## src/rtl/mem_arbiter.sv

```systemverilog
// mem_arbiter: shares one byte-wide, synchronous-read RAM port between the
// instruction-fetch port (IF) and the load/store port (LS). A granted request
// is split into 1, 2 or 4 little-endian byte beats. Read bytes are reassembled
// into a word, and LS loads are sign- or zero-extended.
//
// Ports:
//   clk, rst          clock, synchronous active-high reset
//   i_if_*            fetch request/address/cancel; o_if_rdata, o_if_done
//   i_ls_*            load/store request fields; o_ls_rdata, o_ls_done
//   o_mem_a/_wr/_dout RAM address, write strobe and write byte
//   i_mem_din         RAM read byte, valid the cycle after its address
//   o_busy            arbiter is not idle
module mem_arbiter #(
    parameter int ADDR_W = 32
) (
    input  logic              clk,
    input  logic              rst,
    input  logic              i_if_req,
    input  logic [ADDR_W-1:0] i_if_addr,
    input  logic              i_if_cancel,
    output logic [31:0]       o_if_rdata,
    output logic              o_if_done,
    input  logic              i_ls_req,
    input  logic              i_ls_we,
    input  logic [ADDR_W-1:0] i_ls_addr,
    input  logic [1:0]        i_ls_size,
    input  logic              i_ls_unsigned,
    input  logic [31:0]       i_ls_wdata,
    output logic [31:0]       o_ls_rdata,
    output logic              o_ls_done,
    output logic [ADDR_W-1:0] o_mem_a,
    output logic              o_mem_wr,
    output logic [7:0]        o_mem_dout,
    input  logic [7:0]        i_mem_din,
    output logic              o_busy
);

    typedef enum logic [1:0] {S_IDLE, S_RD, S_WR, S_DONE} state_t;

    state_t              r_state, w_state_nxt;
    logic [2:0]          r_k, r_n;      // beat counter and beat count
    logic [ADDR_W-1:0]   r_addr;
    logic                r_is_ls, r_uns;
    logic [1:0]          r_size;
    logic [31:0]         r_wdata, r_buf, r_if_rdata, r_ls_rdata;
    logic [ADDR_W-1:0]   r_mem_a;
    logic                r_mem_wr;
    logic [7:0]          r_mem_dout;

    logic                w_grant_ls, w_grant_if, w_cancel;
    logic [2:0]          w_k1;
    logic [31:0]         w_word, w_ext;
    logic [7:0]          w_wbyte;

    function automatic logic [2:0] size_to_n(input logic [1:0] sz);
        case (sz)
            2'b00:   return 3'd1;
            2'b01:   return 3'd2;
            default: return 3'd4;
        endcase
    endfunction

    always_comb begin
        w_grant_ls = (r_state == S_IDLE) && i_ls_req;
        w_grant_if = (r_state == S_IDLE) && !i_ls_req && i_if_req && !i_if_cancel;
        w_cancel   = (r_state == S_RD) && !r_is_ls && i_if_cancel;
        w_k1       = r_k + 3'd1;
    end

    always_comb begin
        w_state_nxt = r_state;
        case (r_state)
            S_IDLE: begin
                if (w_grant_ls)      w_state_nxt = i_ls_we ? S_WR : S_RD;
                else if (w_grant_if) w_state_nxt = S_RD;
            end
            S_RD: begin
                if (w_cancel)        w_state_nxt = S_IDLE;
                else if (r_k == r_n) w_state_nxt = S_DONE;
            end
            S_WR: begin
                if (r_k == r_n - 3'd1) w_state_nxt = S_DONE;
            end
            S_DONE:  w_state_nxt = S_IDLE;
            default: w_state_nxt = S_IDLE;
        endcase
    end

    always_ff @(posedge clk) begin
        if (rst) r_state <= S_IDLE;
        else     r_state <= w_state_nxt;
    end

    // The byte arriving on i_mem_din belongs to beat k-1 (one-cycle RAM latency).
    always_comb begin
        w_word = r_buf;
        case (r_k)
            3'd1:    w_word[7:0]   = i_mem_din;
            3'd2:    w_word[15:8]  = i_mem_din;
            3'd3:    w_word[23:16] = i_mem_din;
            3'd4:    w_word[31:24] = i_mem_din;
            default: ;
        endcase
        case (r_size)
            2'b00:   w_ext = {{24{~r_uns & w_word[7]}}, w_word[7:0]};
            2'b01:   w_ext = {{16{~r_uns & w_word[15]}}, w_word[15:0]};
            default: w_ext = w_word;
        endcase
        case (w_k1[1:0])
            2'd0:    w_wbyte = r_wdata[7:0];
            2'd1:    w_wbyte = r_wdata[15:8];
            2'd2:    w_wbyte = r_wdata[23:16];
            default: w_wbyte = r_wdata[31:24];
        endcase
    end

    always_ff @(posedge clk) begin
        if (rst) begin
            r_k        <= '0;
            r_n        <= '0;
            r_addr     <= '0;
            r_is_ls    <= 1'b0;
            r_uns      <= 1'b0;
            r_size     <= '0;
            r_wdata    <= '0;
            r_buf      <= '0;
            r_if_rdata <= '0;
            r_ls_rdata <= '0;
            r_mem_a    <= '0;
            r_mem_wr   <= 1'b0;
            r_mem_dout <= '0;
        end else begin
            case (r_state)
                S_IDLE: begin
                    // Beat 0 is presented straight from the request so the
                    // first bus cycle follows the grant edge immediately.
                    if (w_grant_ls) begin
                        r_is_ls    <= 1'b1;
                        r_addr     <= i_ls_addr;
                        r_size     <= i_ls_size;
                        r_uns      <= i_ls_unsigned;
                        r_wdata    <= i_ls_wdata;
                        r_n        <= size_to_n(i_ls_size);
                        r_k        <= '0;
                        r_buf      <= '0;
                        r_mem_a    <= i_ls_addr;
                        r_mem_wr   <= i_ls_we;
                        r_mem_dout <= i_ls_wdata[7:0];
                    end else if (w_grant_if) begin
                        r_is_ls  <= 1'b0;
                        r_addr   <= i_if_addr;
                        r_size   <= 2'b10;
                        r_n      <= 3'd4;
                        r_k      <= '0;
                        r_buf    <= '0;
                        r_mem_a  <= i_if_addr;
                        r_mem_wr <= 1'b0;
                    end
                end
                S_RD: begin
                    if (!w_cancel) begin
                        r_buf <= w_word;
                        r_k   <= w_k1;
                        if (w_k1 < r_n) r_mem_a <= r_addr + ADDR_W'(w_k1);
                        if (r_k == r_n) begin
                            if (r_is_ls) r_ls_rdata <= w_ext;
                            else         r_if_rdata <= w_word;
                        end
                    end
                end
                S_WR: begin
                    r_k <= w_k1;
                    if (r_k == r_n - 3'd1) begin
                        r_mem_wr <= 1'b0;
                    end else begin
                        r_mem_a    <= r_addr + ADDR_W'(w_k1);
                        r_mem_dout <= w_wbyte;
                    end
                end
                default: ;
            endcase
        end
    end

    assign o_if_rdata = r_if_rdata;
    assign o_ls_rdata = r_ls_rdata;
    assign o_if_done  = (r_state == S_DONE) && !r_is_ls;
    assign o_ls_done  = (r_state == S_DONE) && r_is_ls;
    assign o_mem_a    = r_mem_a;
    assign o_mem_wr   = r_mem_wr;
    assign o_mem_dout = r_mem_dout;
    assign o_busy     = (r_state != S_IDLE);

endmodule

```

## config.mk

```make
export PLATFORM = sky130hd
export DESIGN_NAME = mem_arbiter
export DESIGN_NICKNAME = d
export VERILOG_FILES = /design/src/rtl/mem_arbiter.sv
export SDC_FILE = /design/constraint.sdc
export NUM_CORES = 1
export LEC_CHECK = 0
export BUFFER_PORTS_ARGS = -buffer_cell sky130_fd_sc_hd__clkbuf_2
export CAP_MARGIN = 10
export CORE_ASPECT_RATIO = 0.9
export CORE_MARGIN = 2
export CORE_UTILIZATION = 54
export CTS_BUF_LIST = sky130_fd_sc_hd__clkbuf_4 sky130_fd_sc_hd__clkbuf_8 sky130_fd_sc_hd__clkbuf_16
export CTS_CLUSTER_SIZE = 12
export DETAILED_ROUTE_END_ITERATION = 8
export MAX_ROUTING_LAYER = met4
export PLACE_DENSITY = 0.82
export SKIP_LAST_GASP = 1
export SLEW_MARGIN = 10
export SYNTH_ARGS = -nofsm -noshare
export SYNTH_HDL_FRONTEND = slang
export SYNTH_SLANG_ARGS = --single-unit
```

## constraint.sdc

```tcl
create_clock -name clk -period 3.23 [get_ports clk]
set_input_delay 0.1615 -clock clk [delete_from_list [all_inputs] [get_ports clk]]
set_output_delay 0.1615 -clock clk [all_outputs]
set_load 0.05 [all_outputs]
```

==> reports/qor.yml <==
maxSlewViolCount: 0
die_h_um: 132
min_period_ns: 2.96
routedWlPerCell_um: 16.8
ys_seq_area_share_pct: 43.4
synth.top_cell.area_share_pct: 43.4
clk_pin_slew_ns: 0.06
cts_tree: "done"
slew_headroom_pct: 45.0
slowest_delay_ns: 0.50
synth_top_area_cell: "dfxtp_1"
synth-main-ff-cell: "dfxtp_1"
h-tree-depth: 1
synth_area_um2: 9840
drt-total-wl_mm: 28.0
path_cells: "inv_1 -> ha_1 -> inv_1 -> fa_1 -> nor2b_1 -> o21ai_1 -> nor4_2 -> mux2i_1 -> a311o_1 -> a21oi_2"
drv_cap: 0
worstPathArrival_ns: 3.41
p_clk_share_pct: 22.2
synth.area.top_cells: "dfxtp_1 (43%), nor2_1 (6.7%), mux2i_1 (6.0%), a211oi_1 (5.8%), nand2_1 (5.7%)"
async_reset_ff_share_pct: 0
drt-initial-drc-count: 822
status: "finished clean"
wl_met2_mm: 13.3
setup_viol: 0
regArea_um2: 4260
dr_total_vias: 9584
p_leak_nw: 5.18
insertion_delay_ns: 0.51
top_layer: "met4"
antenna_cells: 0
grt_setup_unrepaired: "false"
die_x_um: 146
slowest_stage: "dfxtp_1"
power_switching_w: 0.00512
antenna_found_initial: 0
hold_viol_final: 0
drive_gt1_share_pct: 21.5
drc_errors: 0
fmax_ghz: 0.338
final_common_cell: "clkbuf_2"
synth_seq_cells: 213
critPathBufInv: 2
grt_overflow_total: 0
coreArea_um2: 17700
crit_path_frequent_cell: "inv_1"
comb_power_share_pct: 46.1
syn_inst: 1163
yosys_warnings: 0
end_kind: "register"
area_growth_pct: 27.5
port_buffers: 220
ant_nets: 0
cp_max_fo: 8
worst_ep_required_time_ns: 3.68
path_delay_family: "adder cells"
critPathKind: "reg2reg"
whs_ns: 0.0204
syn_area_per_cell_um2: 8.46
start_util_pct: 55.5
fin_skew_ns: 0.0141
setup_tns_ns: 0
mappedNetlistNets: 1297
min_path_type: "in2reg"
met1_length_mm: 12.0
ir_drop_v: 0.000659
tightest_slew_ns: 0.826
yosysUniqueCellTypes: 61
design.die.area_um2: 19300
cts_made_buffers: 23
grt_pass1_wl_mm: 45.3
fin_nets: 1551
cp-start-kind: "register"
root_buffer: "clkbuf_16"
num-fill-cells: 1349
p_int_w: 0.00641
num_io_pins: 221
cts_max_path_buffers: 3
seq_power_share_pct: 31.7
dr.pass1.iters: 5
rows: 46
grt_max_degree: 71
viasPerCell: 5.75
fin_crit_sh_pct: 91.6
hpwl_mm: 18.8
track_usage_pct: 28.9
cts.sinks: 213
multiInputGateArea_um2: 5140
switching_share_pct: 44.4
grt_pass1_vias: 9036
layout_common_cells: "clkbuf_2 (219), dfxtp_1 (213), nor2_1 (176), nand2_1 (148), a21oi_1 (81)"
synth_edf_count: 0
met3_wirelength_mm: 2.14
power_density_nw_per_um2: 920
gp_congestion: 0.867
-- cell usage after synthesis, types with 10 or more instances --
cell type,n
and3_1,12
nor2_1,176
nand3_1,20
nand2_1,149
mux2i_1,59
buf_2,18
o21ai_0,27
dfxtp_1,213
mux2_2,10
inv_1,26
a22oi_1,38
a21oi_1,82
nor3_1,23
a211oi_1,76
ha_1,20
nand2b_1,21
clkbuf_1,62
a311oi_1,18
xnor2_1,14
-- cell type report --
| type | count | area share (%) |
|---|---|---|
| multi-input combinational | 838 | 41.0 |
| sequential | 213 | 34.0 |
| timing repair buffer | 315 | 16.0 |
| clock buffer | 32 | 5.43 |
| tap | 240 | 2.39 |
| inverter | 26 | 0.778 |
| clock inverter | 3 | 0.379 |
-- flip-flops by register name (all words and copies together) (netlist names) --
| name | count |
|---|---|
| o_if_rdata | 32 |
| r_wdata | 32 |
| r_size | 2 |
| r_buf | 32 |
| o_ls_rdata | 32 |
| r_k | 3 |
| o_mem_dout | 8 |
| r_addr | 32 |
| o_mem_a | 32 |
| r_n | 3 |
| r_is_ls | 1 |
| o_mem_wr | 1 |
| r_uns | 1 |
| r_state | 2 |
-- path summary, 6_finish.rpt --
kind	startpoint	endpoint	cells after the start	slack (ns)
setup / recovery	r_k[1]$_SDFFE_PP0P_	o_mem_a[22]$_SDFFE_PP0P_	10	0.27
hold / removal	i_mem_din[6]	r_buf[6]$_SDFFE_PP0P_	3	0.02
setup reg to reg	r_k[1]$_SDFFE_PP0P_	o_mem_a[22]$_SDFFE_PP0P_	10	0.27
hold reg to reg	r_wdata[23]$_SDFFE_PP0P_	r_wdata[23]$_SDFFE_PP0P_	2	0.46
-- cells by family after synthesis --
logic type	Yosys count	share of synthesized area, %
mux	70	7.29
fa+ha+maj	21	2.75
simple gates	433	19.3
compound gates	291	20.5
buf+inv	112	4.62
flops	213	43.4
xor+xnor	23	2.19
-- layer usage --
metal,vias up,global-route usage [%]
met2,451,47.2
met5,-,-
met4,0,8.14
li1,4620,-
met3,56,5.19
met1,4457,36.8
-- through the flow --
stage / utilization (%) / power (W) / area, um^2 / setup slack [ns] / cells
after floorplan: - / 0.00748 / 9840 / 0.642 / 1163
after global placement: 62.6 / 0.00864 / 11100 / 0.427 / 1561
after detailed placement: 62.6 / 0.00876 / 11100 / 0.352 / 1561
after CTS: 70.8 / 0.0115 / 12500 / 0.289 / 1667
after global routing: 70.8 / 0.0121 / 12500 / 0.0262 / 1667
final: 70.8 / 0.0115 / 12500 / 0.273 / 1667
-- power by group through the flow --
| stage | Clock, W | Combinational, W | Sequential, W |
|---|---|---|---|
| after detailed placement | 0 | 0.00507 | 0.00369 |
| after global placement | 0 | 0.00496 | 0.00368 |
| after CTS | 0.00258 | 0.00526 | 0.00365 |
| final | 0.00256 | 0.00532 | 0.00366 |
| after floorplan | 0 | 0.00274 | 0.00474 |
| after global routing | 0.00269 | 0.00574 | 0.00372 |
-- timing repair --
action	4_1_cts	5_1_grt
hold buffers	71	0
endpoints found under the hold margin	58	0
resized for setup	0	0
setup buffers	0	0
-- worst register-to-register path, delay by kind of cell (launching register included) --
| family | cells | cell delay [ns] |
|---|---|---|
| AOI/OAI and AO/OA | 3 | 0.70 |
| adders and majority gates | 2 | 0.77 |
| buffers and inverters | 2 | 0.18 |
| DFF | 1 | 0.50 |
| muxes | 1 | 0.12 |
| and+or+nand+nor | 2 | 0.63 |
No activity file was read; power rests on OpenSTA's default activity.
